`config.mk`:
```
export PLATFORM = sky130hd
export DESIGN_NAME = mult_ctrl
export DESIGN_NICKNAME = d
export VERILOG_FILES = /design/src/rtl/mult_ctrl.sv
export SDC_FILE = /design/constraint.sdc
export NUM_CORES = 1
export LEC_CHECK = 0
export BUFFER_PORTS_ARGS = -buffer_cell sky130_fd_sc_hd__buf_2
export CAP_MARGIN = 20
export CORE_ASPECT_RATIO = 0.7
export CORE_MARGIN = 4
export CORE_UTILIZATION = 55
export CTS_CLUSTER_SIZE = 24
export DETAILED_ROUTE_END_ITERATION = 8
export PLACE_DENSITY = 0.82
export SETUP_SLACK_MARGIN = 0.05
export SKIP_LAST_GASP = 1
export SYNTH_ARGS = -nofsm -noshare
export SYNTH_HDL_FRONTEND = slang
export SYNTH_SLANG_ARGS = --single-unit
```
`constraint.sdc`:
```
create_clock -name clk -period 4.45 [get_ports clk]
set_input_delay 1.1125 -clock clk [delete_from_list [all_inputs] [get_ports clk]]
set_output_delay 1.1125 -clock clk [all_outputs]
set_load 0.03 [all_outputs]
```
`src/rtl/mult_ctrl.sv`:
```
// Control FSM for the 8-bit shift-add multiplier datapath.
// Sequences LOAD -> MULT (up to WIDTH shift-add cycles) -> STORE -> DONE, with an
// optional early exit once the multiplier shift register has drained to zero.
// Strobes, busy and done are registered copies of the next-state decode, so they
// always equal the decode of the state register and never depend on start or rq
// combinationally.
module mult_ctrl #(
    parameter int unsigned WIDTH      = 8,
    parameter bit          EARLY_EXIT = 1'b1,
    parameter int unsigned OPS_W      = 16
) (
    input  logic                     clk,
    input  logic                     rst,
    input  logic                     start,
    input  logic [WIDTH-1:0]         rq,
    output logic                     em,
    output logic                     ra,
    output logic                     rrq,
    output logic                     rrp,
    output logic                     busy,
    output logic                     done,
    output logic [$clog2(WIDTH):0]   iter,
    output logic [OPS_W-1:0]         ops_count
);

    localparam int unsigned ITER_W = $clog2(WIDTH) + 1;
    localparam logic [ITER_W-1:0] LAST_ITER = ITER_W'(WIDTH - 1);

    typedef enum logic [2:0] {
        IDLE  = 3'd0,
        LOAD  = 3'd1,
        MULT  = 3'd2,
        STORE = 3'd3,
        DONE  = 3'd4
    } state_t;

    state_t            state, state_d;
    logic [ITER_W-1:0] iter_d;
    logic [OPS_W-1:0]  ops_d;
    logic              em_d, ra_d, rrq_d, rrp_d, busy_d, done_d;

    // Next-state, iteration and operation-count logic.
    always_comb begin
        state_d = IDLE;
        iter_d  = iter;
        ops_d   = ops_count;
        case (state)
            IDLE: begin
                state_d = start ? LOAD : IDLE;
            end
            LOAD: begin
                state_d = MULT;
                iter_d  = '0;
            end
            MULT: begin
                // rq == 0 means every remaining addend is zero: A already holds the product.
                if (iter == LAST_ITER || (EARLY_EXIT && rq == '0)) begin
                    state_d = STORE;
                end else begin
                    state_d = MULT;
                    iter_d  = iter + 1'b1;
                end
            end
            STORE: begin
                state_d = DONE;
                ops_d   = ops_count + 1'b1;
            end
            DONE: begin
                state_d = IDLE;
            end
            default: begin
                state_d = IDLE;
            end
        endcase
    end

    // Output decode of the next state; registering it yields a clean decode of the
    // state register one edge later.
    always_comb begin
        em_d   = 1'b0;
        ra_d   = 1'b0;
        rrq_d  = 1'b0;
        rrp_d  = 1'b0;
        busy_d = 1'b0;
        done_d = 1'b0;
        case (state_d)
            IDLE: begin
                ra_d = 1'b1;
            end
            LOAD: begin
                ra_d   = 1'b1;
                rrq_d  = 1'b1;
                rrp_d  = 1'b1;
                busy_d = 1'b1;
            end
            MULT: begin
                busy_d = 1'b1;
            end
            STORE: begin
                em_d   = 1'b1;
                busy_d = 1'b1;
            end
            DONE: begin
                ra_d   = 1'b1;
                done_d = 1'b1;
            end
            default: begin
                ra_d = 1'b1;
            end
        endcase
    end

    // State, counters and registered outputs; reset forces IDLE outputs immediately.
    always_ff @(posedge clk or posedge rst) begin
        if (rst) begin
            state     <= IDLE;
            iter      <= '0;
            ops_count <= '0;
            em        <= 1'b0;
            ra        <= 1'b1;
            rrq       <= 1'b0;
            rrp       <= 1'b0;
            busy      <= 1'b0;
            done      <= 1'b0;
        end else begin
            state     <= state_d;
            iter      <= iter_d;
            ops_count <= ops_d;
            em        <= em_d;
            ra        <= ra_d;
            rrq       <= rrq_d;
            rrp       <= rrp_d;
            busy      <= busy_d;
            done      <= done_d;
        end
    end

endmodule

```
==> Word level (Yosys, flattened, before mapping) <==
Cells that the tools add are included.
{ "word_totals": {"regBits": 28, "inputBits": 11} }
{ "classes": {"n_eq_ne": 9, "muxes": 10, "add_sub_neg": 2, "n_reduce_logical": 7} }
{ "op_table": {"columns": ["cell", "n"], "rows": [
  ["$add 16x1->16 const B", 1],
  ["$eq 3x2->1 const B", 4],
  ["$pmux 3 s4", 1],
  ["$logic_not 8->1", 1],
  ["$pmux 4 s2", 1],
  ["$mux 1", 7],
  ["$eq 3x1->1 const B", 2],
  ["$add 4x1->4 const B", 1],
  ["$eq 4x3->1 const B", 1],
  ["$mux 4", 1],
  ["$eq 3x3->1 const B", 1],
  ["$logic_not 3->1", 1],
  ["$reduce_or 3->1", 1],
  ["$ne 2x2->1 const B", 1],
  ["$reduce_and 2->1", 1],
  ["$reduce_bool 2->1", 1],
  ["$reduce_or 2->1", 1],
  ["$logic_or 1x1->1", 1]
]} }

==> Logic depth before layout (Yosys ltp) <==
Gate-level depths: netlist (run 1).
{ "logic_depth": {"depth_word": 7, "depth_mapped": 5, "depth_no_buf": 5} }

==> Least setup slack after synthesis (run 1) <==
OpenSTA, ideal clock, no wires.
{ "synth_path": {"path_type": "in2reg", "start": "in rq[5]", "end": "reg iter[1]", "stages": 4, "arrival_time_ns": 2.020, "path_buffers": 0, "setup_time_ns": 0.124, "setup_slack_ns": 2.306, "path_cell_list": "nor4_4 -> a22oi_2 -> nor4bb_1 -> a211o_1"} }
{ "synth_between": {"elab_chain_len": 4} }
{ "synth_lines": {"columns": ["element", "line_no", "text"], "rows": [
  ["start: declaration", "15", "input logic [WIDTH-1:0] rq,"],
  ["$logic_not 8->1", "57", "if (iter == LAST_ITER || (EARLY_EXIT && rq == '0)) begin"],
  ["$logic_or 1x1->1", "57", null],
  ["$ne 2x2->1 (no source line)", null, null],
  ["$reduce_and 2->1 (no source line)", null, null],
  ["end signal: assignment", "127", "iter <= iter_d;"],
  ["end: declaration", "22", "output logic [$clog2(WIDTH):0] iter,"]
]} }
Every way passes these cells.
A chain may end at the register's enable or synchronous reset.

==> Final worst setup path (run 1) <==
{ "layout_path": {"start": "reg ops_count[2]", "end": "out ops_count[2]"} }
{ "layout_lines": {"columns": ["element", "line_no", "text"], "rows": [
  ["start: declaration", "23", "output logic [OPS_W-1:0] ops_count"],
  ["start signal: assignment", "128", "ops_count <= ops_d;"]
]} }
No word-level cell between the ends.

==> results of run 1 <==
state kept, by name, summed over array words and instances, names as in the netlist:
| signal | cells |
|---|---|
| iter | 4 |
| done | 1 |
| busy | 1 |
| ra | 1 |
| rrp | 1 |
| ops_count | 16 |
| em | 1 |
| state | 3 |
where the power goes:
group / internal, mW / leakage (nW) / switching [mW]
clock: 0.0912 / 0.0279 / 0.0731
sequential: 0.316 / 0.371 / 0.0906
combinational: 0.119 / 0.431 / 0.217
total: 0.527 / 0.830 / 0.381
worst min path at each step:
stage / from / to / slack, ns / cells past startpoint
CTS: ops_count[15]$_DFFE_PP0N_ / ops_count[15]$_DFFE_PP0N_ / 0.51 / 1
floorplan: state[2]$_DFF_PP0_ / state[0]$_DFF_PP0_ / 0.56 / 2
finish: ops_count[15]$_DFFE_PP0N_ / ops_count[15]$_DFFE_PP0N_ / 0.49 / 1
detailed placement: ops_count[15]$_DFFE_PP0N_ / ops_count[15]$_DFFE_PP0N_ / 0.49 / 1
global placement: ops_count[15]$_DFFE_PP0N_ / ops_count[15]$_DFFE_PP0N_ / 0.45 / 1
global route: ops_count[15]$_DFFE_PP0N_ / ops_count[15]$_DFFE_PP0N_ / 0.52 / 1
layer usage:
layer | routed length [µm] | share of wire
met1 | 1240 | 0.45
met2 | 1300 | 0.47
met3 | 188 | 0.069
met4 | 8 | 0.0029
met5 | 0 | 0
layout make-up:
class	count	share of cell area
Sequential cell	28	0.427
Timing Repair Buffer	37	0.126
Clock buffer	3	0.0137
Inverter	8	0.0190
Tap cell	32	0.0244
Multi-Input combinational cell	80	0.371
Clock inverter	1	0.0183
stage by stage:
step                      utilization  worst slack, ns  hold WS, ns  instance area, µm²
after global routing            0.728             2.21        0.523                1640
after detailed placement        0.692             2.08        0.487                1560
after CTS                       0.715             2.26        0.506                1620
final                           0.728             2.28        0.494                1640
after floorplan                     -             2.31        0.558                1370
after global placement          0.692             2.14        0.454                1560
cell usage in the layout, fill, tap and decap left out, types with 2 or more instances in the layout:
| master | synthesis | routed |
|---|---|---|
| sky130_fd_sc_hd__a2111oi_2 | 2 | 2 |
| sky130_fd_sc_hd__a21oi_1 | 2 | 2 |
| sky130_fd_sc_hd__and3_1 | 3 | 3 |
| sky130_fd_sc_hd__buf_2 | 2 | 36 |
| sky130_fd_sc_hd__clkbuf_4 | 0 | 3 |
| sky130_fd_sc_hd__dfrtp_1 | 27 | 27 |
| sky130_fd_sc_hd__ha_1 | 2 | 2 |
| sky130_fd_sc_hd__inv_1 | 5 | 5 |
| sky130_fd_sc_hd__nand2_1 | 8 | 8 |
| sky130_fd_sc_hd__nand2b_1 | 2 | 2 |
| sky130_fd_sc_hd__nand3_1 | 4 | 4 |
| sky130_fd_sc_hd__nand4_1 | 4 | 4 |
| sky130_fd_sc_hd__nor2_1 | 9 | 9 |
| sky130_fd_sc_hd__nor3_1 | 4 | 4 |
| sky130_fd_sc_hd__nor4_4 | 3 | 3 |
| sky130_fd_sc_hd__o21ai_0 | 3 | 3 |
| sky130_fd_sc_hd__or2_1 | 2 | 2 |
| sky130_fd_sc_hd__xnor2_1 | 11 | 11 |
| sky130_fd_sc_hd__xor2_1 | 5 | 5 |
cells by family (layout without fill, tap and decap cells):
| group | Yosys count | in the layout | share of synthesized area |
|---|---|---|---|
| fa+ha+maj | 2 | 2 | 0.0183 |
| mux | 2 | 2 | 0.0155 |
| xor+xnor | 16 | 16 | 0.102 |
| flops | 28 | 28 | 0.513 |
| compound gates | 14 | 14 | 0.0832 |
| simple gates | 46 | 46 | 0.227 |
| buf+inv | 12 | 49 | 0.0411 |
==> results.txt, run 1 <==
The run finished with clean final reports. The buffering stage count on the worst path with inverters included came out at 1. The library cell contributing the largest single delay on the critical path is sky130_fd_sc_hd__dfrtp_1. The count of maximum capacitance violations is 0.

The number of vias per cell came out at about 5.3. The die height is a little under 50 µm. The synthesized design spends more area on one cell type than any other, namely sky130_fd_sc_hd__dfrtp_1.

The met2 routing resource usage after global routing came out at 0.286. In this run the worst setup path begins at ops_count[2]$_DFFE_PP0N_. The core box area is approximately 0.0023 mm². The number of buffers inserted for hold repair after clock tree synthesis came out at 0.

Setup repair after global routing left no endpoint under its margin. By area the synthesized netlist is led by sky130_fd_sc_hd__dfrtp_1 49%, sky130_fd_sc_hd__xnor2_1 7.0%, sky130_fd_sc_hd__nor4_4 4.7%. The total CTS buffers is 3. The number of cells produced by synthesis came out at 120.

The maximum operating frequency is about 460 MHz. Of the available clock period, the critical path in the final layout requires 0.488. The class of the tightest hold or removal check is flip-flop to flip-flop. Routability-driven placement finished with a final weighted congestion of between 0.8 and 0.9. In this run the tightest slew margin relative to its limit is 0.686. On the final layout, the worst clock skew is 0.00702 ns. The post-cts gate resize count is 0. The die footprint is ~0.0034 mm². Traced cell by cell, the critical path runs through buf_2. The commonest cells after synthesis are 27 x sky130_fd_sc_hd__dfrtp_1, 11 x sky130_fd_sc_hd__xnor2_1, 9 x sky130_fd_sc_hd__nor2_1, 8 x sky130_fd_sc_hd__nand2_1. The global-route met3 utilization came out at 0.0682. The I/O pin total is 37.

CTS placed an instance of sky130_fd_sc_hd__clkbuf_4 at the clock tree root. The total placed cells including tap cells came out at about 180. The fill cell instance count of the final layout is approximately 160.

The row count came out at 14. The portion of the post-synthesis area used by sequential elements is 0.513. Following the worst setup path forward leads to its endpoint at ops_count[2].

For this design, the sink count on the clock tree is 28. The final antenna diode count is 0. Measured in cells, the most critical reg-to-reg path has a length of 5. The final hold violation count is 0. The clock period minus final worst setup slack came out at ~2.2 ns.

Synthesis produced a netlist with a net count of between 100 and 150. In this run the remaining antenna-violating nets after routing total 0. The slew at the pin closest to its max-slew limit is approximately 0.47 ns. The maximum single-stage delay on the critical path came out at approximately 0.49 ns. The largest net degree at the start of global routing came out at 29. The worst supply voltage drop on vdd came out at roughly 0.00042 V. The critical path in this run is classified as flip-flop to output port. The met1 global-route usage came out at 0.245. The kind of cell with the highest combined delay along the critical path is flip-flops. Of the post-synthesis cell area, the dominant cell type holds 0.494. The number of nets in the layout is approximately 170. The clock transition at the registers of the reported paths is ~0.15 ns. The first global-routing pass estimated 4.63 mm of wire. The arrival time at the worst endpoint came out at about 1.1 ns. The required time of the critical path came out at ~3.3 ns.

The post-CTS repair timing setup buffer count came out at 0. The sum of internal, switching and leakage power is just over 900 µW. Dividing the detail-routed wire length by the instance count gives ~14 µm. The number of antenna violations at the first check in global routing came to 0.

The dominant cell by count in the synthesized netlist is sky130_fd_sc_hd__dfrtp_1. The insertion delay to the later sink of the worst-skew pair came out at 0.33 ns. The share of layout cells above drive strength 1 came out at 0.338.

The most used routing layer in global routing is met2. The number of unique standard cell types used by synthesis is 39. The via count of the first global-routing pass is between 900 and 1k. Setup violations remaining at the end of the flow were counted as 0. The worst setup slack for register-to-register paths came out at ~2.8 ns. Wires add up to approximately 2.7 mm.

The maximum buffer depth of the clock tree is 2. The Yosys step of the flow raised 0 warnings. The count of TritonRoute iterations in the first routing pass came out at 4. STA classifies the critical path startpoint as a flip-flop. Summed over all cells, the static leakage comes to between 0.8 and 0.9 nW.

STA classifies the critical path endpoint as an output port. In this run the critical register-to-register path is launched from iter[0]$_DFFE_PP0P_. The endpoint identified for the worst register-to-register timing path is iter[1]$_DFFE_PP0P_.

Relative to the synthesized area, the layout overhead comes to 20.1%. The synthesized design contains 28 register bits. The power density relative to cell area came out at approximately 550 mW/mm². The area of combinational cells with multiple inputs is around 610 µm². The H-tree depth came out at 1. The post-detailed-placement half-perimeter wirelength came out at 2.10 mm. The all-layer global routing usage is 0.182. TritonCTS built the clock tree.

The initial core utilization came out at 0.606. The via count came out at slightly below 1k. The netlist area before placement came out at 0.00137 mm².

The post-layout instance count excluding filler cells came out at ~190. The global-route congestion overflow total is 0. In the synthesized netlist the dominant register cell turns out to be sky130_fd_sc_hd__dfrtp_1. The number of remaining DRC errors is 0. The count of final max-slew check failures was 0. The share of synthesized registers carrying an async set or reset is 1.00.

The flip-flop and latch area is around 700 µm². The average instance area after synthesis is 11.4 µm². The maximum fanout encountered on the critical timing path came out at 4. After routing, the total negative slack on setup checks comes to 0 ns. The count of flip-flops with a built-in enable after synthesis is 0. The die width came out at 67.6 µm. The total stage count of the critical path is 1. The count of port buffers added during placement is 36. The starting DRC count in detailed routing came out at 45.
No activity file was read; power rests on OpenSTA's default activity.
==> run 2: changes to the inputs <==
ABC_AREA = 1   (was not set)
CORE_UTILIZATION = 46   (was 55)
PLACE_DENSITY = 0.73   (was 0.82)
clock period = 1.75 ns   (was 4.45 ns; I/O delays follow)
==> results.txt, run 2 <==
The I/O pin total came out at 37. The synthesized design contains 0 enable-type register cells. The register bit total from synthesis came out at 28.

In the final layout, the registers with the most flip-flops are ops_count: 16 flops, iter: 4 flops, state: 3 flops. The critical register-to-register path endpoint is ops_count[13]$_DFFE_PP0N_. The most frequent cell on the critical path is sky130_fd_sc_hd__nand2_1.

The critical path starts at state[0]$_DFF_PP0_. In the layout the commonest cells are 57 x sky130_fd_sc_hd__nand2_1, 36 x sky130_fd_sc_hd__buf_2, 27 x sky130_fd_sc_hd__dfrtp_1. STA classifies the critical path startpoint as a flip-flop.

The kind of cell with the highest combined delay along the critical path is simple AND/OR/NAND/NOR gates. The flip-flop count of the largest register, all copies and words added is 16. The arrival time at the worst endpoint is approximately 1.7 ns. The via count is 1181. Once the clock tree was built, the resizer swapped 0 gates to a different size. The count of final max-slew check failures came out at 0. The die footprint is roughly 0.0040 mm². The category of the worst setup path capture point is a flip-flop.

The flow ran to the end, and the final reports show no timing, DRC or antenna violations. For this run the aggregate overflow at the end of global routing stands at 0. The share of total power consumed by net switching came out at 0.391.

Static timing analysis puts the maximum clock frequency at about 680 MHz. TritonCTS built the clock tree. Measured along the y axis, the die boundary spans 54.2 µm. The post-layout instance count excluding filler cells came out at 248.

The relative contribution of sequential cells to total power came out at 0.428. The tree is rooted in a sky130_fd_sc_hd__clkbuf_8. Setup violations remaining at the end of the flow were counted as 0.

More flip-flops sit in one register than any other, and that register is ops_count. The fill cell instance count of the final layout is approximately 270. Clock-pin slew was measured on the worst setup and hold paths at ~0.09 ns. In the synthesized netlist, the cells that appear most often are 57 x sky130_fd_sc_hd__nand2_1, 27 x sky130_fd_sc_hd__dfrtp_1, 24 x sky130_fd_sc_hd__nor2_1, 17 x sky130_fd_sc_hd__inv_1, 12 x sky130_fd_sc_hd__nand3_1. The starting DRC count in detailed routing came out at between 80 and 90. The average instance area after synthesis came out at 8.12 µm². The maximum buffer depth of the clock tree is 2. At the pin with the least slew margin, the transition time is around 0.34 ns. After clock tree synthesis, the flow added hold-fix buffers numbering 0. Ranked by total cell area, the synthesized netlist is headed by sky130_fd_sc_hd__dfrtp_1 48%, sky130_fd_sc_hd__nand2_1 15%, sky130_fd_sc_hd__nor2_1 6.4%. The share of layout cells above drive strength 1 is 0.245. Headroom to the max-slew limit came out at 0.772. The count of TritonRoute iterations in the first routing pass is 4.

The post-CTS repair timing setup buffer count came out at 0. The path class of the tightest hold or removal check is input port to async pin. For this design, the slowest cell found on the critical path is sky130_fd_sc_hd__dfrtp_1. The static leakage came out at 0.907 nW.

Counting the buffers created by CTS gives 3. The fraction of power consumed by combinational cells came out at 0.330. Of the total power, the clock network draws 0.242. The cell type contributing the most total cell area after synthesis is sky130_fd_sc_hd__dfrtp_1. Among all cell types in the netlist, the one instantiated most often is sky130_fd_sc_hd__nand2_1.

The critical path is of the flip-flop to flip-flop type. Max-cap violations in this run came to 0. The H-tree depth is 1. The number of nets produced by synthesis came out at between 150 and 200. The number of cells produced by synthesis came out at 173.

The worst register-to-register path begins at state[0]$_DFF_PP0_. Routability-driven placement finished with a final weighted congestion of between 0.8 and 0.9. The final critical-path share of the clock period came out at 0.844.

The share of synthesized area in the top cell type comes to 0.481. The die is 74.1 µm wide. The maximum fanout encountered on the critical timing path is 13.

On the worst path, the slowest cell contributes a delay of ~0.42 ns. The aggregate negative setup slack is 0 ns. Dividing total power by cell area gives a power density of 1240 mW/mm². The final antenna diode count is 0. The post-route clock skew is between 0.002 and 0.003 ns. The worst slack after detailed placement came out at about 0.3 ns.

Traced cell by cell, the critical path runs through nand2_1 -> nor2_4 -> nand3_2 -> nor2_2 -> nand3_1 -> nand2_1 -> nand2_1. The number of warnings printed during yosys synthesis came out at 0. The number of unique standard cell types used by synthesis is 21. The netlist area before placement came out at around 0.0014 mm².

Leaving out fill and tap cells, the most frequent cell in the layout is sky130_fd_sc_hd__nand2_1. The initial core utilization came out at 0.491. After synthesis, the share of flip-flops with an asynchronous set or reset is 1.00. The synthesis-to-layout area growth is 20.7%. The clock net in this run drives a total of 28 sinks. The core box area is between 0.002 and 0.003 mm². The row count is 16. The post-detailed-placement half-perimeter wirelength came out at between 2 and 2.5 mm.

For this run, the leading register cell type out of synthesis is sky130_fd_sc_hd__dfrtp_1. The portion of the post-synthesis area used by sequential elements is 0.500. The final hold violation count is 0. Dividing the detail-routed wire length by the instance count gives 11.5 µm. Once placement completed, the tool counted placed cells totaling between 200 and 250. The worst setup slack for register-to-register paths is ~0.27 ns. Setup repair after global routing left no endpoint under its margin. The number of cells on the worst reg-to-reg path came out at 7.

The count of port buffers added during placement is 36. The number of nets in the layout is roughly 230. The internal power is 1.28 mW. The worst supply voltage drop on vdd is 0.000699 V. The all-layer global routing usage is 0.156. In the routed design, unresolved DRC markers number 0.

The buffering stage count on the worst path with inverters included came out at 0. The worst-case setup margin in the final layout came out at 0.273 ns. The number of antenna violations at the first check in global routing came out at 0.

The remaining antenna violation count came out at 0. The number of vias per cell is 4.76. The routed wire length came out at 2.86 mm. The insertion delay to the later sink of the worst-skew pair came out at about 0.28 ns. The global-route wire length before repair came out at 4.66 mm. The largest net degree at the start of global routing is 29.

At the worst endpoint, the required time is slightly below 2 ns. The switching power total is 821 µW. The via count of the first global-routing pass is between 1k and 1.5k. The clock period could shrink to approximately 1.5 ns.
[run 2: kinds of logic (layout without fill, tap and decap cells)]
logic type               Yosys count  in the layout  share of synthesized area
flip-flops                        28             28                      0.500
AND/OR/NAND/NOR                  109            109                      0.352
XOR/XNOR                           9              9                     0.0561
buffers and inverters             20             59                     0.0570
adder cells (fa/ha/maj)            2              2                     0.0178
AO/OA/AOI/OAI                      5              5                     0.0178
[run 2: power groups by stage]
| stage | Sequential (mW) | Combinational, mW | Clock (mW) |
|---|---|---|---|
| 6_report | 0.898 | 0.691 | 0.508 |
| 5_1_grt | 0.916 | 0.752 | 0.542 |
| 4_1_cts | 0.897 | 0.695 | 0.525 |
| 3_5_place_dp | 0.910 | 0.694 | 0 |
| 3_3_place_gp | 0.907 | 0.684 | 0 |
| 2_1_floorplan | 1.09 | 0.322 | 0 |
[run 2: worst max path at each step]
stage	endpoint	slack (ns)	depth (start not counted)
after floorplan	ops_count[13]$_DFFE_PP0N_	0.34	7
after global placement	ops_count[12]$_DFFE_PP0N_	0.37	7
after detailed placement	ops_count[12]$_DFFE_PP0N_	0.30	7
after CTS	ops_count[12]$_DFFE_PP0N_	0.29	7
after global routing	ops_count[12]$_DFFE_PP0N_	0.07	7
final	ops_count[13]$_DFFE_PP0N_	0.27	7
[run 2: per-stage QoR]
| stage | hold WS (ns) | power, mW | instance area (µm²) | util |
|---|---|---|---|---|
| 6_report | 0.208 | 2.10 | 1700 | 0.593 |
| 5_1_grt | 0.251 | 2.21 | 1700 | 0.593 |
| 4_1_cts | 0.214 | 2.12 | 1700 | 0.593 |
| 3_5_place_dp | 0.505 | 1.60 | 1630 | 0.568 |
| 3_3_place_gp | 0.506 | 1.59 | 1630 | 0.568 |
| 2_1_floorplan | 0.502 | 1.41 | 1410 | - |
[run 2: area by class of cell]
| class | instances | area (µm²) | share of cell area |
|---|---|---|---|
| Multi-Input combinational cell | 125 | 623 | 0.367 |
| Tap cell | 36 | 45.0 | 0.0265 |
| Clock inverter | 1 | 30.0 | 0.0177 |
| Clock buffer | 3 | 41.3 | 0.0243 |
| Sequential cell | 28 | 702 | 0.414 |
| Inverter | 18 | 67.6 | 0.0398 |
| Timing Repair Buffer | 37 | 188 | 0.111 |
[run 2: routing by layer]
metal  global-route usage  up-vias  part of all wire
li1                     -      627                 -
met1                0.238      521              0.52
met2                0.219       30              0.40
met3               0.0440        3             0.077
met4               0.0301        0            0.0056
met5                    0        -                 0
[run 2: worst register-to-register path, cell delays in order, from the launching register on]
cell and delay (ns):
sky130_fd_sc_hd__dfrtp_1 0.42, sky130_fd_sc_hd__nand2_1 0.12, sky130_fd_sc_hd__nor2_4 0.29, sky130_fd_sc_hd__nand3_2 0.15, sky130_fd_sc_hd__nor2_2 0.19, sky130_fd_sc_hd__nand3_1 0.10, sky130_fd_sc_hd__nand2_1 0.07, sky130_fd_sc_hd__nand2_1 0.04
==> run 3: changes to the inputs <==
clock period = 1.2 ns   (was 1.75 ns; I/O delays follow)
==> results.txt, run 3 (synthesis results as in run 2) <==
Leaving out fill and tap cells, the most frequent cells in the layout are 45 x sky130_fd_sc_hd__nand2_1, 34 x sky130_fd_sc_hd__buf_4, 32 x sky130_fd_sc_hd__buf_6. Dividing the detail-routed via count by the number of cells gives 5.37. The kind of cell with the highest combined delay along the critical path is simple AND/OR/NAND/NOR gates.

The insertion delay to the later sink of the worst-skew pair is ~0.27 ns. The share of layout cells above drive strength 1 came out at 0.578. The flow ran to the end, but the final reports show violations.

The maximum fanout encountered on the critical timing path came out at 4. The critical path is of the flip-flop to flip-flop type. The final antenna diode count is 0. The H-tree depth is 1.

The reg-to-reg critical path startpoint is state[1]$_DFF_PP0_. The die footprint is 0.00402 mm². In the global route stage, overall resource usage came out at 0.220. Of the available clock period, the critical path in the final layout requires 1.15.

The category of the worst setup path capture point is a flip-flop. The maximum operating frequency came out at between 700 and 800 MHz. In the final routed layout, each cell accounts on average for about 17 µm. The I/O pin total is 37.

The slew at the pin closest to its max-slew limit is ~0.34 ns. The count of TritonRoute iterations in the first routing pass is 6. The count of port buffers added during placement came out at 36. The die height came out at roughly 54 µm. Setup violations remaining at the end of the flow were counted as 28.

The via count of the first global-routing pass came out at ~1.5k. The static leakage is between 1 and 1.5 nW. Leaving out fill and tap cells, the most frequent cell in the layout is sky130_fd_sc_hd__nand2_1. The worst setup slack for register-to-register paths is -0.17 ns. The worst supply voltage drop on vdd is between 0.0015 and 0.002 V. Counting both buffers and inverters, the worst setup path holds a total of 3. The clock transition at the registers of the reported paths came out at 0.09 ns. The arrival time at the worst endpoint came out at about 1.6 ns.

For this design, the slowest cell found on the critical path is sky130_fd_sc_hd__dfrtp_1. In this run the worst setup path begins at state[1]$_DFF_PP0_. The root buffer cell chosen for the clock tree is sky130_fd_sc_hd__clkbuf_8. In this run the horizontal extent of the chip is ~74 µm. The routed wire length came out at ~4.9 mm.

The core box area is roughly 0.0029 mm². The final route contains between 1.5k and 2k vias. The critical register-to-register path endpoint is iter[0]$_DFFE_PP0P_. The initial core utilization came out at 0.491. The power density relative to cell area came out at around 1700 mW/mm². The critical path ends at iter[0]$_DFFE_PP0P_. The post-route clock skew came out at between 0.006 and 0.007 ns. The number of buffers inserted for hold repair after clock tree synthesis is 0.

The number of antenna violations at the first check in global routing came out at 0. The required time of the critical path came out at about 1.4 ns. Setup repair after global routing could not meet its margin everywhere. The final reports fail on negative setup slack. Across the run, the number of max-cap violations was 0. The maximum buffer depth of the clock tree is 2.

The critical path goes through buf_6 -> inv_4 -> nor3_4 -> inv_2 -> nor2_1 -> nand2_2 -> nand2_1. The number of nets in the layout is 270. The maximum single-stage delay on the critical path came out at roughly 0.40 ns. The count of final max-slew check failures came out at 0. The global-route congestion overflow total came out at 0.

The final hold violation count came out at 0. At the end of routability-driven placement, the weighted congestion stood at a little over 0.8. The worst relative slew slack is 0.774. Counting buffers and inverters, the worst setup path is 7 cells deep.

The remaining antenna violation count came out at 0. The worst setup path is launched from a flip-flop. The clock period minus final worst setup slack is 1.37 ns. Detailed placement ended at an HPWL of between 2 and 2.5 mm. The synthesis-to-layout area growth came out at 72.7%.

The class of the tightest hold or removal check is input port to async pin. The number of clock sinks came out at 28. The sum of internal, switching and leakage power came out at 4.04 mW. The number of remaining DRC errors is 0. The global-route wire length before repair is between 6 and 7 mm. The register with the most flip-flops in the final layout is ops_count. TritonCTS built the clock tree. The largest registers in the layout are ops_count: 16 flops, iter: 4 flops, state: 3 flops. The starting DRC count in detailed routing came out at approximately 120. The largest net degree at the start of global routing came out at 29. The worst hold slack across all endpoints is 0.0530 ns. The flip-flop count of the largest register, all copies and words added is 16. The number of cells on the worst reg-to-reg path came out at 7. The total CTS buffers came out at 3. The row count came out at 16. The worst-case setup margin in the final layout is -0.175 ns.
[run 3: changes by cell type in the layout (fill, tap and decap cells not counted), moves of 4 or more]
cell,delta
sky130_fd_sc_hd__dfrtp_2,+15
sky130_fd_sc_hd__nor2_4,+6
sky130_fd_sc_hd__nand3_1,-6
sky130_fd_sc_hd__nand2_4,+4
sky130_fd_sc_hd__buf_6,+32
sky130_fd_sc_hd__nand2_2,+8
sky130_fd_sc_hd__nand2_1,-12
sky130_fd_sc_hd__dfrtp_1,-15
sky130_fd_sc_hd__buf_4,+33
sky130_fd_sc_hd__nor2_1,-9
sky130_fd_sc_hd__inv_1,-5
sky130_fd_sc_hd__buf_2,-22
[run 3: metal layers]
metal  vias to the layer above  part of all wire  global-route usage
li1                        706                 -                   -
met1                       766              0.41               0.273
met2                        83              0.49               0.382
met3                        14             0.076              0.0440
met4                         0             0.024              0.0873
met5                         -                 0                   0
[run 3: worst min path at each step]
stage | startpoint | endpoint | slack, ns | depth (start not counted)
final | rst | iter[2]$_DFFE_PP0P_ | 0.05 | 3
after global routing | rst | ops_count[12]$_DFFE_PP0N_ | 0.08 | 3
after CTS | rst | ops_count[12]$_DFFE_PP0N_ | 0.06 | 3
after detailed placement | rst | em$_DFF_PP0_ | 0.36 | 3
after global placement | rst | done$_DFF_PP0_ | 0.34 | 3
after floorplan | rst | busy$_DFF_PP0_ | 0.36 | 1
[run 3: per-stage QoR]
step / std cells / setup TNS (ns) / area (µm²) / utilization / worst slack [ns]
5_1_grt: 292 / -4.28 / 2430 / 0.847 / -0.240
3_5_place_dp: 254 / -0.169 / 1800 / 0.627 / -0.0559
6_report: 292 / -2.84 / 2430 / 0.847 / -0.175
4_1_cts: 281 / -0.535 / 2200 / 0.768 / -0.0743
2_1_floorplan: 173 / -0.0655 / 1490 / - / -0.0321
3_3_place_gp: 254 / 0 / 1800 / 0.627 / 0.0120
[run 3: tightest hold or removal path: stages]
cell and delay, ns:
sky130_fd_sc_hd__buf_2 0.10, sky130_fd_sc_hd__inv_1 0.09, sky130_fd_sc_hd__buf_12 0.20
[run 3: timing repair]
| item | CTS | global route |
|---|---|---|
| resized for setup | 60 | 39 |
| setup endpoints to repair | 38 | 47 |
| pin swaps | 8 | 16 |
| buffers inserted | 23 | 12 |
[run 3: report_power, final]
part	leakage [nW]	total, mW	switching, mW	internal (mW)
clock network	0.0228	0.521	0.283	0.238
logic	0.828	2.17	1.20	0.973
registers	0.352	1.34	0.192	1.15
[run 3: area by class of cell]
type	count	area, µm²
flip-flops and latches	28	721
inverters	18	72.6
repair buffers	81	706
multi-input cells	125	837
fillers	134	437
well taps	36	45.0
clock buffers	4	45.0
